File: src/rtl/cp0_pkg.sv
// Shared CP0 definitions: register numbers, exception codes and the
// memory address-exception encoding used by the M-stage exception logic.
package cp0_pkg;

  localparam logic [4:0] RegBadVAddr = 5'd8;
  localparam logic [4:0] RegSr       = 5'd12;
  localparam logic [4:0] RegCause    = 5'd13;
  localparam logic [4:0] RegEpc      = 5'd14;
  localparam logic [4:0] RegPrid     = 5'd15;

  localparam logic [4:0] ExcInt  = 5'd0;
  localparam logic [4:0] ExcAdEL = 5'd4;
  localparam logic [4:0] ExcAdES = 5'd5;
  localparam logic [4:0] ExcRi   = 5'd10;
  localparam logic [4:0] ExcOv   = 5'd12;

  typedef enum logic [1:0] {
    MemExcNone     = 2'b00,
    MemExcLoadErr  = 2'b10,
    MemExcStoreErr = 2'b11
  } mem_exc_e;

  // Architecturally visible SR fields; everything else reads as zero.
  typedef struct packed {
    logic [5:0] im;
    logic       exl;
    logic       ie;
  } sr_t;

endpackage

File: src/rtl/cp0_exc_unit_if.sv
// M-stage pipeline <-> CP0 signal bundle (mfc0/mtc0/eret, trap inputs, redirect outputs).
interface cp0_exc_unit_if;
  logic [4:0]  reg_addr;
  logic [31:0] wdata;
  logic        we;
  logic        exl_clr;
  logic [31:0] pc_in;
  logic        bd_in;
  logic [4:0]  exc_code_in;
  logic [1:0]  mem_addr_exc;
  logic [31:0] mem_addr;
  logic [5:0]  hw_int;
  logic        irq;
  logic [31:0] exc_pc_out;
  logic [31:0] epc_out;
  logic [31:0] rdata;

  modport master (
    output reg_addr, wdata, we, exl_clr, pc_in, bd_in, exc_code_in, mem_addr_exc,
           mem_addr, hw_int,
    input  irq, exc_pc_out, epc_out, rdata
  );

  modport slave (
    input  reg_addr, wdata, we, exl_clr, pc_in, bd_in, exc_code_in, mem_addr_exc,
           mem_addr, hw_int,
    output irq, exc_pc_out, epc_out, rdata
  );
endinterface

File: src/rtl/cp0_exc_sel.sv
// Trap priority encoder: decides interrupt vs exception, the ExcCode to record
// and whether BadVAddr should capture the data address.
module cp0_exc_sel
  import cp0_pkg::*;
(
  input  logic [4:0] exc_code_i,
  input  logic [1:0] mem_addr_exc_i,
  input  logic [5:0] hw_int_i,
  input  sr_t        sr_i,
  output logic       int_req_o,
  output logic       exc_req_o,
  output logic [4:0] code_o,
  output logic       bad_va_load_o
);

  logic [4:0] sel_code;
  logic       has_exc;
  logic       from_mem;

  always_comb begin
    sel_code = ExcInt;
    has_exc  = 1'b0;
    from_mem = 1'b0;
    // Piped-down codes are older in program order than the M-stage address fault.
    if (exc_code_i != ExcInt) begin
      sel_code = exc_code_i;
      has_exc  = 1'b1;
    end else if (mem_addr_exc_i == MemExcLoadErr) begin
      sel_code = ExcAdEL;
      has_exc  = 1'b1;
      from_mem = 1'b1;
    end else if (mem_addr_exc_i == MemExcStoreErr) begin
      sel_code = ExcAdES;
      has_exc  = 1'b1;
      from_mem = 1'b1;
    end

    int_req_o     = (|(hw_int_i & sr_i.im)) & sr_i.ie & ~sr_i.exl;
    exc_req_o     = has_exc & ~sr_i.exl;
    code_o        = int_req_o ? ExcInt : sel_code;
    bad_va_load_o = exc_req_o & ~int_req_o & from_mem;
  end

endmodule

File: src/rtl/cp0_exc_unit.sv
// Coprocessor-0 / exception capture at the M stage: holds SR, Cause, EPC and
// BadVAddr, raises the same-cycle trap request and serves mfc0/mtc0/eret.
module cp0_exc_unit
  import cp0_pkg::*;
#(
  parameter logic [31:0] PRID      = 32'h0000_8086,
  parameter logic [31:0] EXC_ENTRY = 32'h0000_4180
) (
  input  logic           clk,
  input  logic           reset_n,
  cp0_exc_unit_if.slave  bus
);

  sr_t         sr_q, sr_d;
  logic        bd_q, bd_d;
  logic [5:0]  ip_q, ip_d;
  logic [4:0]  exc_code_q, exc_code_d;
  logic [31:0] epc_q, epc_d;
  logic [31:0] badva_q, badva_d;

  logic        int_req;
  logic        exc_req;
  logic        irq;
  logic [4:0]  trap_code;
  logic        bad_va_load;
  logic [31:0] trap_pc;
  logic        unused_trap_pc;

  cp0_exc_sel u_exc_sel (
    .exc_code_i     (bus.exc_code_in),
    .mem_addr_exc_i (bus.mem_addr_exc),
    .hw_int_i       (bus.hw_int),
    .sr_i           (sr_q),
    .int_req_o      (int_req),
    .exc_req_o      (exc_req),
    .code_o         (trap_code),
    .bad_va_load_o  (bad_va_load)
  );

  assign irq            = int_req | exc_req;
  // A delay-slot instruction restarts at its branch.
  assign trap_pc        = bus.bd_in ? (bus.pc_in - 32'd4) : bus.pc_in;
  assign unused_trap_pc = ^trap_pc[1:0];

  always_comb begin
    sr_d       = sr_q;
    bd_d       = bd_q;
    ip_d       = bus.hw_int;
    exc_code_d = exc_code_q;
    epc_d      = epc_q;
    badva_d    = badva_q;
    if (irq) begin
      // Trap commit overrides any mtc0 issued in the same cycle.
      sr_d.exl   = 1'b1;
      exc_code_d = trap_code;
      bd_d       = bus.bd_in;
      epc_d      = {trap_pc[31:2], 2'b00};
      if (bad_va_load) begin
        badva_d = bus.mem_addr;
      end
    end else begin
      if (bus.we && (bus.reg_addr == RegSr)) begin
        sr_d = '{im: bus.wdata[15:10], exl: bus.wdata[1], ie: bus.wdata[0]};
      end
      if (bus.we && (bus.reg_addr == RegEpc)) begin
        epc_d = {bus.wdata[31:2], 2'b00};
      end
      if (bus.exl_clr) begin
        sr_d.exl = 1'b0;
      end
    end
  end

  always_ff @(posedge clk or negedge reset_n) begin
    if (!reset_n) begin
      sr_q       <= '0;
      bd_q       <= 1'b0;
      ip_q       <= '0;
      exc_code_q <= '0;
      epc_q      <= '0;
      badva_q    <= '0;
    end else begin
      sr_q       <= sr_d;
      bd_q       <= bd_d;
      ip_q       <= ip_d;
      exc_code_q <= exc_code_d;
      epc_q      <= epc_d;
      badva_q    <= badva_d;
    end
  end

  always_comb begin
    bus.rdata = '0;
    case (bus.reg_addr)
      RegSr:       bus.rdata = {16'b0, sr_q.im, 8'b0, sr_q.exl, sr_q.ie};
      RegCause:    bus.rdata = {bd_q, 15'b0, ip_q, 3'b0, exc_code_q, 2'b0};
      RegEpc:      bus.rdata = epc_q;
      RegBadVAddr: bus.rdata = badva_q;
      RegPrid:     bus.rdata = PRID;
      default:     bus.rdata = '0;
    endcase
  end

  assign bus.irq        = irq;
  assign bus.exc_pc_out = EXC_ENTRY;
  assign bus.epc_out    = epc_q;

endmodule

File: src/flat_wrapper.sv
// flat-port wrapper written by rule: the top's interface ports become plain ports
module cp0_exc_unit_flat import cp0_pkg::*;
#(
  parameter logic [31:0] PRID      = 32'h0000_8086,
  parameter logic [31:0] EXC_ENTRY = 32'h0000_4180
)
  (clk, reset_n, bus_reg_addr, bus_wdata, bus_we, bus_exl_clr, bus_pc_in, bus_bd_in, bus_exc_code_in, bus_mem_addr_exc, bus_mem_addr, bus_hw_int, bus_irq, bus_exc_pc_out, bus_epc_out, bus_rdata);
  cp0_exc_unit_if bus_i ();
  input  logic clk;
  input  logic reset_n;
  input wire logic [$bits(bus_i.reg_addr)-1:0] bus_reg_addr;
  input wire logic [$bits(bus_i.wdata)-1:0] bus_wdata;
  input wire logic [$bits(bus_i.we)-1:0] bus_we;
  input wire logic [$bits(bus_i.exl_clr)-1:0] bus_exl_clr;
  input wire logic [$bits(bus_i.pc_in)-1:0] bus_pc_in;
  input wire logic [$bits(bus_i.bd_in)-1:0] bus_bd_in;
  input wire logic [$bits(bus_i.exc_code_in)-1:0] bus_exc_code_in;
  input wire logic [$bits(bus_i.mem_addr_exc)-1:0] bus_mem_addr_exc;
  input wire logic [$bits(bus_i.mem_addr)-1:0] bus_mem_addr;
  input wire logic [$bits(bus_i.hw_int)-1:0] bus_hw_int;
  output wire logic [$bits(bus_i.irq)-1:0] bus_irq;
  output wire logic [$bits(bus_i.exc_pc_out)-1:0] bus_exc_pc_out;
  output wire logic [$bits(bus_i.epc_out)-1:0] bus_epc_out;
  output wire logic [$bits(bus_i.rdata)-1:0] bus_rdata;
  assign bus_i.reg_addr = bus_reg_addr;
  assign bus_i.wdata = bus_wdata;
  assign bus_i.we = bus_we;
  assign bus_i.exl_clr = bus_exl_clr;
  assign bus_i.pc_in = bus_pc_in;
  assign bus_i.bd_in = bus_bd_in;
  assign bus_i.exc_code_in = bus_exc_code_in;
  assign bus_i.mem_addr_exc = bus_mem_addr_exc;
  assign bus_i.mem_addr = bus_mem_addr;
  assign bus_i.hw_int = bus_hw_int;
  assign bus_irq = bus_i.irq;
  assign bus_exc_pc_out = bus_i.exc_pc_out;
  assign bus_epc_out = bus_i.epc_out;
  assign bus_rdata = bus_i.rdata;
  cp0_exc_unit #(.PRID(PRID), .EXC_ENTRY(EXC_ENTRY)) u_core (.clk(clk), .reset_n(reset_n), .bus(bus_i));
endmodule
File: config.mk
export PLATFORM = sky130hd
export DESIGN_NAME = cp0_exc_unit_flat
export DESIGN_NICKNAME = d
export VERILOG_FILES = /design/src/rtl/cp0_pkg.sv /design/src/rtl/cp0_exc_unit_if.sv /design/src/rtl/cp0_exc_sel.sv /design/src/rtl/cp0_exc_unit.sv /design/src/flat_wrapper.sv
export SDC_FILE = /design/constraint.sdc
export NUM_CORES = 1
export LEC_CHECK = 0
export BUFFER_PORTS_ARGS = -buffer_cell sky130_fd_sc_hd__buf_2
export CAP_MARGIN = 20
export CORE_MARGIN = 10
export CORE_UTILIZATION = 48
export DETAILED_ROUTE_END_ITERATION = 7
export MAX_ROUTING_LAYER = met4
export PLACE_DENSITY = 0.81
export SLEW_MARGIN = 20
export SYNTH_ARGS = -nofsm -noshare
export SYNTH_HDL_FRONTEND = slang
export SYNTH_SLANG_ARGS = --single-unit
File: constraint.sdc
create_clock -name clk -period 2.4 [get_ports clk]
set_input_delay 0.12 -clock clk [delete_from_list [all_inputs] [get_ports clk]]
set_output_delay 0.12 -clock clk [all_outputs]
set_load 0.02 [all_outputs]
==> impl.org, run 1 <==
** Setup path
- Largest incremental delay on the critical path :: 0.48 ns
- STA classifies the critical path startpoint as a register.
- Worst Path Arrival :: 2.13 ns
- Master of the slowest instance on the critical path :: a311oi_2
- STA classifies the critical path endpoint as a primary output.
- Required time of the critical path :: 2.28 ns
- Maximum net fanout on the critical path :: 17
- Traced cell by cell, the critical path runs through a22oi_1 -> a311oi_2 -> nor2_2 -> inv_1 -> buf_4 -> buf_2.
- Category of the critical setup timing path :: reg -> out
- Counting cells, the worst reg-to-reg path comes to 6.

** Yosys
- Share of flip-flops with an asynchronous set or reset after synthesis :: 1.000
- Area share of xor/xnor cells in the synthesized design :: 0.02278
- Compound-gate portion of the synthesized area :: 0.1445
- Seq cells post-synth :: 82
- Post-Synthesis Mean Instance Area :: 10.35 um^2
- For this run, the leading register cell type out of synthesis is dfrtp_1.
- Top cells by area in the synthesized netlist :: dfrtp_1 41%, mux2_2 9.5%, mux2i_1 7.4%
- Largest family of logic cells by synthesized area :: multiplexers
- Of the total synthesized cell area, the portion taken by AND, OR, NAND and NOR gates is 0.1547.
- Most repeated cell in the gate-level netlist after synthesis :: dfrtp_1
- Library cell occupying the most area in the post-synthesis netlist :: dfrtp_1
- By count the netlist is led by 82 x dfrtp_1, 42 x mux2_2, 37 x mux2i_1.
- Synthesized area :: 0.004997 mm^2
- Area share of fa/ha/maj cells after synthesis :: 0.002504
- After synthesis, the share of cell area in mux cells is 0.1710.
- The synthesized design contains 0 enable-type register cells.
- The share of synthesized area in the top cell type comes to 0.4106.
- Synth cell types :: 54
- For this run, the number of Yosys warnings is 0.
- Of the synthesized area, sequential elements account for 0.4106.
- In the synthesized netlist, the number of instances is 483.

** Clock network
- CTS tree :: done
- After clock tree synthesis, the repair step resized 0 gates.
- Clock latency on the worst-skew pair, taken at its later pin, is 0.36 ns.
- CTS Hold Bufs :: 35
- Clock slew at reported path FFs :: 0.08 ns
- CTS H-tree lvls :: 3
- Post-CTS timing repair inserted 0 buffers for setup.
- Clk sink count :: 82
- Buffers inserted during clock tree synthesis total 9.
- The longest clock path from root to sink contains 2 buffers.
- The root buffer cell chosen for the clock tree is clkbuf_8.

** Floorplanning
- The initial utilization of the core area, before any placement, comes to 0.4884.
- Num rows :: 37
- Pin placement for this block handled 216 I/O pins.
- The die is 122.0 um tall.
- Die width :: 122.0 um
- The die covers 0.01489 mm^2.
- Core Box Area :: 0.01023 mm^2

** Pwr
- For this design the static power due to leakage is 3.166 nW.
- Total design power :: 5.308 mW
- IR analysis of the VDD net gives a maximum drop of 493.8 uV.
- Total power per unit cell area :: 814.8 mW/mm^2

** STA
- Setup repair after global routing left no endpoint under its margin.
- Hold timing on the final database bottoms out at a slack of 0.01086 ns.
- Fin. max-slew vios :: 0
- Total count of hold-check failures in the final report :: 0
- Measured against its own limit, the worst slew margin works out to 0.5619.
- Dividing the final minimum period by the clock period gives 0.9393.
- Worst clock skew on the final layout :: 0.01540 ns
- Clock period minus worst slack :: 2.254 ns
- Setup violations remaining at the end of the flow were counted as 0.
- At the pin with the least slew margin, the transition time is 0.6480 ns.
- Setup slack on the critical path of the routed design comes to 0.1456 ns.
- For this run, the top clock speed supported by timing is 443.6 MHz.
- Post-Route Setup TNS :: 0 ns

** GRT
- Total overflow reported by the global router :: 0
- The initial antenna violation count came to 3.
- Overall routing resource usage :: 0.2297
- Pin count of the biggest net entering global routing :: 46
- Global-route wire length before repair :: 26,510 um
- Number of global-route vias before repair :: 5,012

** Layout
- Compared with the post-synthesis result, the final layout area differs by 30.37%.
- For this run, the share of the core covered by cells in the final layout is 0.6368.
- Of the cells placed in the final design, the portion with a size suffix greater than 1 is 0.3929.
- At the end of the flow, the number of nets in the layout was 820.

** Place
- HPWL after detailed placement :: 13,150 um
- Prior to clock tree synthesis, the placed netlist has a worst setup slack of 0.1482 ns.
- Routability Congestion :: 0.9336
- The count of buffers added on input and output ports is 179.

** Routing
- DR iter-0 viols :: 458
- After detailed routing, the number of vias per cell comes to 5.679.
- Aggregate routed wire length :: 17,210 um
- Number of vias after detailed routing :: 4,793
- Dividing the detail-routed wire length by the instance count gives 20.39 um.
- The first detailed-routing pass ran for 5 iterations.
- Detail Route Antenna Nets :: 0
- For this run, design rule violations remaining after detail routing come to 0.

** Outcome
- Run status :: completed

** Job
- Max_cap viols :: 0

** Hold path
- The worst hold path belongs to the class in -> reg.
- Number of cells on the worst hold path :: 2
[cell type report]
class | count | area [um^2]
antenna | 3 | 7.507
fill | 851 | 3716
clock buffer | 9 | 123.9
inverter | 8 | 30.03
sequential | 82 | 2052
tap | 136 | 170.2
clock inverter | 7 | 52.55
multi-input combinational | 357 | 2615
timing repair buffer | 242 | 1464
[logic make-up (layout without fill, tap and decap cells)]
group	count (synthesis)	count (layout)
adder cells (fa/ha/maj)	1	1
flip-flops	82	82
AO/OA/AOI/OAI	100	100
AND/OR/NAND/NOR	129	129
multiplexers	80	80
other	2	37
buffers and inverters	76	266
XOR/XNOR	13	13
[sequential cells by signal (all words and copies together), names as in the netlist]
name / count
u_core.ip_q: 6
u_core.bus.epc_out: 30
u_core.sr_q: 8
u_core.exc_code_q: 5
u_core.bd_q: 1
u_core.badva_q: 32
[power breakdown]
group	internal, mW	switching (mW)
Clock	0.387	0.541
Combinational	0.893	1.20
Sequential	1.86	0.429
[per-layer routing]
layer | routed length, um | track usage | share of wire
met1 | 6864 | 0.2738 | 0.40
met2 | 8587 | 0.3812 | 0.50
met3 | 1401 | 0.04764 | 0.081
met4 | 356 | 0.07079 | 0.021
met5 | 0 | - | 0
[path summary, 6_finish.rpt]
check / from / to / slack (ns)
min in group asynchronous: reset_n / u_core.badva_q[24] / 0.31
setup / recovery: u_core.sr_q[3] / bus_irq / 0.15
setup reg to reg: u_core.sr_q[3] / u_core.bd_q / 0.36
hold reg to reg: u_core.exc_code_q[1] / u_core.exc_code_q[1] / 0.50
max in group asynchronous: reset_n / u_core.bus.epc_out[18] / 1.38
hold / removal: bus_mem_addr[17] / u_core.badva_q[17] / 0.01
[per-stage QoR]
step / instances / area (um^2)
final: 844 / 6515
after global routing: 844 / 6515
after CTS: 839 / 6487
after detailed placement: 788 / 5961
after global placement: 788 / 5961
after floorplan: 515 / 5117
[worst max-delay path, delay by kind of cell (launching register included)]
family	cells	cell delay, ns
buffers and inverters	3	0.65
AND/OR/NAND/NOR	1	0.07
AO/OA/AOI/OAI	2	0.63
flip-flops	1	0.43
[cell usage in the layout, fill, tap and decap left out, types with 3 or more instances in the layout]
cell type,Yosys,routed
nor3_1,10,10
buf_2,4,178
clkbuf_8,3,9
o31ai_1,10,10
a21oi_1,4,4
mux2i_1,37,37
conb_1,2,34
or3_2,4,4
clkinv_2,0,3
nand4_1,4,4
or4_1,12,12
o21ai_0,13,13
xnor2_1,9,9
or4b_2,3,3
a22o_1,18,18
mux2_2,42,42
nand3_1,6,6
or3_1,7,7
nor2_1,12,11
dlygate4sd3_1,0,37
a31oi_1,18,17
buf_4,34,27
dfrtp_1,82,82
diode_2,0,3
a21boi_0,15,15
and3_1,15,15
nor4_1,22,22
inv_1,8,8
xor2_1,4,4
nand2_1,18,18
a22oi_1,14,14
Note: power is estimated with default switching activity, not from simulation.
==> run 2, diff against run 1 <==
--- a/config.mk
+++ b/config.mk
@@ -7,11 +7,13 @@
 export LEC_CHECK = 0
 export BUFFER_PORTS_ARGS = -buffer_cell sky130_fd_sc_hd__buf_2
 export CAP_MARGIN = 20
+export CELL_PAD_IN_SITES_DETAIL_PLACEMENT = 1
+export CELL_PAD_IN_SITES_GLOBAL_PLACEMENT = 2
 export CORE_MARGIN = 10
-export CORE_UTILIZATION = 48
+export CORE_UTILIZATION = 28
 export DETAILED_ROUTE_END_ITERATION = 7
 export MAX_ROUTING_LAYER = met4
-export PLACE_DENSITY = 0.81
+export PLACE_DENSITY_LB_ADDON = 0.1
 export SLEW_MARGIN = 20
 export SYNTH_ARGS = -nofsm -noshare
 export SYNTH_HDL_FRONTEND = slang
==> run 2 against run 1 <==
Final cell count rose by 9.7%. Die area grew 58%. Design area up 2.3%. Global-route usage down 6.6 points. Power rose by 12%. Largest power group unchanged. Maximum frequency is 2.2% higher.
==> impl.org, run 2 (synthesis gave the netlist of run 1 again) <==
** Layout
- Leading cell types in the layout, fill and taps excluded :: 178 x buf_2, 82 x dfrtp_1, 42 x mux2_2
- Post-layout instance count excluding filler cells :: 926
- Flip-flop count of the largest register, all copies and words added :: 32
- Reg area :: 0.002052 mm^2
- In the final design database the tool counted 811 nets.
- The area growth from synthesis to layout is 33.35%.
- Core utilization of the finished layout :: 0.3826
- Area of all placed cells without fillers :: 0.006664 mm^2
- Top register by number of flip-flops :: u_core.badva_q
- Area occupied by multi-input gates :: 0.002615 mm^2
- The library cell used most frequently in the layout, excluding fill and tap cells, is buf_2.
- Filler cell count in the final layout :: 2,033
- Share of post-route cells with drive strength above 1 :: 0.4052

** STA
- Final Cycle Share :: 0.9192
- The final count of hold timing violations was 0.
- Setup violations remaining at the end of the flow were counted as 0.
- After layout, the minimum clock period comes to 2.206 ns.
- Min setup slack post-route :: 0.1940 ns
- Post-Route Setup TNS :: 0 ns
- Transition at the pin with the smallest max-transition slack :: 0.6960 ns
- On the final layout, the worst clock skew is 0.007650 ns.
- Measured against its own limit, the worst slew margin works out to 0.5360.
- Setup repair after global routing missed its margin :: no
- Highest Clock Rate :: 453.3 MHz
- The tightest hold path in the finished design has a slack of 0.01225 ns.
- Fin. max-slew vios :: 0

** Floorplanning
- Effective utilization at floorplan :: 0.2869
- 216 I/O pins were placed.
- Measured along the y axis, the die boundary spans 153.6 um.
- Die width :: 153.6 um
- The floorplan has 48 rows.
- In this run the standard cell core region covers 0.01742 mm^2.
- Floorplan die area :: 0.02359 mm^2

** GRT
- Pin count of the biggest net entering global routing :: 52
- Number of global-route vias before repair :: 5,056
- The first global-routing pass estimated 29,800 um of wire.
- Number of antenna violations at the first check in global routing :: 5
- In the global route stage, overall resource usage came out at 0.1640.
- The total overflow left after global routing is 0.

** Outcome
- The run finished with clean final reports.

** Setup path
- The most critical setup path has its startpoint at u_core.sr_q[2].
- On the worst path, the slowest cell contributes a delay of 0.46 ns.
- Critical path cell sequence :: a22oi_1 -> a311oi_2 -> nor2_2 -> inv_1 -> buf_4 -> buf_2
- Master of the slowest instance on the critical path :: a311oi_2
- The worst register-to-register path begins at u_core.sr_q[2].
- STA classifies the critical path endpoint as a primary output.
- By startpoint and endpoint, the worst setup path is classified as reg -> out.
- For the worst setup path, the data required time is 2.28 ns.
- On the critical path the largest part of the delay comes from buffers and inverters.
- Setup crit start kind :: register
- Along the worst path, the maximum fanout reaches 16.
- At the worst endpoint, the arrival time is 2.09 ns.
- Buffers & Inverters on Critical Path :: 3

** Place
- Routability Congestion :: 0.8443
- The number of placed instances, taps included, is 880.
- HPWL after detailed placement :: 15,640 um
- At the placement stage, the worst setup path has a slack of 0.1631 ns.
- Placed Instance Area :: 0.006095 mm^2
- Number of buffer cells added on primary ports :: 179

** Routing
- In this run the remaining antenna-violating nets after routing total 0.
- Number of vias per cell :: 4.933
- DR iter-0 viols :: 168
- Routed length per instance :: 20.92 um
- Iteration count of the initial detailed-routing pass :: 4
- Aggregate routed wire length :: 19,370 um
- Number of vias after detailed routing :: 4,568
- For this run, design rule violations remaining after detail routing come to 0.

** Job
- Across the run, the number of max-cap violations was 0.

** Pwr
- Total design power :: 5.922 mW
- Power spread over the standard cell area amounts to 888.7 mW/mm^2.
- IR analysis of the VDD net gives a maximum drop of 446.5 uV.
- Leakage power of the design :: 3.188 nW

** Hold path
- The worst hold path begins at bus_mem_addr[30].
- The path class of the tightest hold or removal check is in -> reg.

** Clock network
- The clock net in this run drives a total of 82 sinks.
- CTS H-tree lvls :: 3
- Clock slew at reported path FFs :: 0.07 ns
- Clock network latency to the later pin of the worst-skew pair :: 0.35 ns
- TritonCTS built the clock tree.
- Maximum number of buffers from clock root to sink :: 2
- Root buf cell :: clkbuf_16
- Number of buffers created by CTS :: 9
run 2: changes by cell type in the layout (fill, tap and decap cells not counted), sizes merged, moves of 2 or more:
cell	change
diode	+2
dlygate4sd3	-14
buf	+5
clkinv	-2
run 2: worst paths after layout:
kind                            cells after the start  slack, ns                endpoint
max in group asynchronous                           3       1.37          u_core.ip_q[5]
worst min-delay path                                2       0.01      u_core.badva_q[30]
worst max register to register                      6       0.35  u_core.bus.epc_out[28]
worst max-delay path                                6       0.19                 bus_irq
worst min register to register                      1       0.50    u_core.exc_code_q[4]
min in group asynchronous                           2       0.36  u_core.bus.epc_out[29]
run 2: cell type report:
class,count,share of cell area
Sequential cell,82,0.3079
Multi-Input combinational cell,357,0.3924
Inverter,8,0.004506
Tap cell,225,0.04225
Antenna cell,5,0.001878
Clock buffer,10,0.03586
Timing Repair Buffer,233,0.2043
Clock inverter,6,0.01089
run 2: worst reg2reg max path: stages, from the launching register on:
cell	delay (ns)
dfrtp_1	0.42
a22oi_1	0.28
a311oi_2	0.20
buf_4	0.19
buf_4	0.18
nor4_1	0.49
a31oi_1	0.13
run 2: routing by layer:
metal | share of wire | track usage
met3 | 0.056 | 0.04017
met4 | 0.011 | 0.03914
met5 | 0 | -
met1 | 0.48 | 0.2200
met2 | 0.45 | 0.2435
run 2: report_power, final:
group	switching [mW]	leakage, nW	internal (mW)
Sequential	0.493	1.01	1.86
Combinational	1.23	2.02	0.886
Clock	0.608	0.150	0.846
run 2: timing repair:
action                                  CTS  global route
setup buffers                             0             2
hold buffers                             21             2
gates resized for setup                   0             0
endpoints found under the setup margin    0             1
endpoints found under the hold margin    68             2
==> run 3, diff against run 2 <==
--- a/config.mk
+++ b/config.mk
@@ -5,7 +5,7 @@
 export SDC_FILE = /design/constraint.sdc
 export NUM_CORES = 1
 export LEC_CHECK = 0
-export BUFFER_PORTS_ARGS = -buffer_cell sky130_fd_sc_hd__buf_2
+export BUFFER_PORTS_ARGS = -buffer_cell sky130_fd_sc_hd__buf_4
 export CAP_MARGIN = 20
 export CELL_PAD_IN_SITES_DETAIL_PLACEMENT = 1
 export CELL_PAD_IN_SITES_GLOBAL_PLACEMENT = 2
==> run 3 against run 2 <==
Utilization grew 2.4 points. Combinational power grew 10%. Wire length grew 1.8%. Non-clock buffer count shrank 4. First-iteration DRC count grew 33%. Register-to-register slack gained 0.02 ns. Hold slack is essentially flat. Via count grew 1.3%. Flip-flop and latch count is the same. Clock-buffer cell count grew 1. Maximum frequency shrank 0.99%. Clock skew grew 0.0026 ns. Largest cell class unchanged.
==> impl.org, run 3 (synthesis gave the netlist of run 1 again) <==
** Pwr
- Of the total power, the clock network draws 0.234.
- Register share of total power :: 0.388
- Of the total power, combinational logic draws 0.378.
- Peak VDD IR :: 461.4 uV
- Net load switching power :: 2.341 mW
- After layout, the design draws a total of 6.129 mW.
- Total power per unit cell area :: 865.9 mW/mm^2
- Cell internal power was estimated by the tool at 3.788 mW.
- Leakage power of the design :: 3.293 nW
- Switching Fraction :: 0.3820

** Setup path
- Largest incremental delay on the critical path :: 0.55 ns
- Master of the slowest instance on the critical path :: dlygate4sd3_1
- The critical path is of the in -> out type.
- The critical path contains buffers and inverters numbering 5 combined.
- Walking the worst path, the cells encountered are dlygate4sd3_1 -> buf_4 -> a22oi_1 -> a311oi_2 -> nor2_2 -> inv_1 -> buf_4 -> buf_4.
- For the worst setup path, the data arrival time is 2.11 ns.
- The cell family contributing the most delay on the critical path is buffers and inverters.
- Of all nets on the critical path, the largest fanout is 16.
- STA classifies the critical path endpoint as a primary output.
- Setup crit start kind :: input pin
- In this design, the critical path's most frequently occurring cell is buf_4.
- Data on the critical path is required at its endpoint by 2.28 ns.

** Place
- Routability-driven placement finished with a final weighted congestion of 0.8390.
- Placed cell count :: 876
- Once placement finished, the instance area stood at 0.006523 mm^2.
- HPWL after detailed placement :: 15,610 um
- Number of buffer cells added on primary ports :: 179
- At the placement stage, the worst setup path has a slack of 0.1144 ns.

** Layout
- Summing all multi-input logic gate instances after layout gives 0.002615 mm^2.
- For this run, the share of the core covered by cells in the final layout is 0.4064.
- Leading cell types in the layout, fill and taps excluded :: 203 x buf_4, 82 x dfrtp_1, 42 x mux2_2
- Most common library cell in the layout ignoring fill and taps :: buf_4
- Share of post-route cells with drive strength above 1 :: 0.3974
- Post-layout nets :: 807
- Area of all placed cells without fillers :: 0.007078 mm^2
- Post-layout instance count excluding filler cells :: 917
- Flip-flop count of the largest register, all copies and words added :: 32
- Fill cells in the final layout number 1,993.
- Reg area :: 0.002052 mm^2
- The repair_antennas step left the layout with diodes totalling 0.
- Compared with the post-synthesis result, the final layout area differs by 41.64%.
- Counting flops per register, the top entry is u_core.badva_q.

** STA
- Derived from the worst setup path, the maximum achievable clock frequency is 448.8 MHz.
- Min setup slack post-route :: 0.1721 ns
- Headroom to the max-slew limit :: 0.3929
- The final count of hold timing violations is 0.
- Final setup violation count :: 0
- For the pin with the worst max-slew slack, the measured transition is 0.9106 ns.
- Fin. max-slew vios :: 0
- Dividing the final minimum period by the clock period gives 0.9283.
- Clock period minus worst slack :: 2.228 ns
- Setup repair after global routing missed its margin :: no
- On the final layout, the worst clock skew is 0.01028 ns.
- Post-Route Setup TNS :: 0 ns
- Final hold analysis gives a worst-case slack of 0.01185 ns.

** Floorplanning
- Die width :: 153.6 um
- Num rows :: 48
- The die covers 0.02359 mm^2.
- From bottom edge to top edge, the die measures 153.6 um.
- Effective utilization at floorplan :: 0.2869
- Core Box Area :: 0.01742 mm^2
- Num ports :: 216

** GRT
- Global-route wire length before repair :: 30,130 um
- Pin count of the biggest net entering global routing :: 68
- Number of global-route vias before repair :: 5,034
- Number of antenna violations at the first check in global routing :: 0
- For this run, the total global-route usage over all layers was measured as 0.1664.
- The total overflow left after global routing is 0.

** Routing
- Detail Route Antenna Nets :: 0
- Number of vias after detailed routing :: 4,627
- The first detailed-routing pass ran for 4 iterations.
- The detailed router finished its first iteration with 224 violations.
- Aggregate routed wire length :: 19,720 um
- After detailed routing, the number of vias per cell comes to 5.046.
- # DRC :: 0
- After detailed routing, the average wire length per cell comes to 21.50 um.

** Clock network
- After clock tree synthesis, the flow added hold-fix buffers numbering 25.
- CTS H-tree lvls :: 3
- Once the clock tree was built, the setup fixing pass inserted 0 buffers.
- Number of gates given a new drive strength after cts :: 0
- Number of buffers created by CTS :: 9
- CTS tree :: done
- The clock reaches the later pin of the worst-skew pair after 0.35 ns.
- Clk sink count :: 82
- Clock slew at reported path FFs :: 0.06 ns
- Root buf cell :: clkbuf_16
- Maximum number of buffers from clock root to sink :: 2

** Job
- The tool flagged a number of max-cap violations equal to 0.

** Hold path
- The path class of the tightest hold or removal check is in -> reg.

** Outcome
- The run finished with clean final reports.
-- run 3: cell count changes in the layout (fill, tap and decap cells not counted), sizes merged --
cell | before | now
diode | 5 | 0
clkinv | 2 | 1
inv | 10 | 9
clkinvlp | 1 | 2
clkbuf | 10 | 11
dlygate4sd3 | 23 | 25
buf | 210 | 204
-- run 3: path summary, 6_finish.rpt --
check / start / end / slack, ns / cells past startpoint
max in group asynchronous: reset_n / u_core.bus.epc_out[2] / 1.27 / 3
worst max register to register: u_core.sr_q[2] / u_core.badva_q[8] / 0.37 / 5
min in group asynchronous: reset_n / u_core.bus.epc_out[27] / 0.45 / 2
worst min-delay path: bus_mem_addr[9] / u_core.badva_q[9] / 0.01 / 2
worst min register to register: u_core.exc_code_q[4] / u_core.exc_code_q[4] / 0.49 / 1
worst max-delay path: bus_hw_int[1] / bus_irq / 0.17 / 8
-- run 3: final cells by class --
cell class / instances / share of cell area
well taps: 225 / 0.03977
flip-flops and latches: 82 / 0.2899
multi-input cells: 357 / 0.3695
clock buffers: 11 / 0.03429
repair buffers: 229 / 0.2535
inverters: 8 / 0.004243
clock inverters: 5 / 0.008839
-- run 3: routing by layer --
metal / global-route usage / routed length (um) / vias to the layer above
met5: - / 0 / -
met2: 0.2464 / 8787 / 162
met3: 0.04045 / 1183 / 20
li1: - / - / 2162
met1: 0.2184 / 9390 / 2283
met4: 0.05398 / 356 / 0
-- run 3: power groups by stage --
| stage | Clock (mW) | Combinational [mW] | Sequential, mW |
|---|---|---|---|
| floorplan | 0 | 1.13 | 2.45 |
| global placement | 0 | 2.29 | 2.37 |
| detailed placement | 0 | 2.33 | 2.39 |
| CTS | 1.47 | 2.36 | 2.37 |
| global route | 1.54 | 2.54 | 2.44 |
| finish | 1.43 | 2.32 | 2.38 |
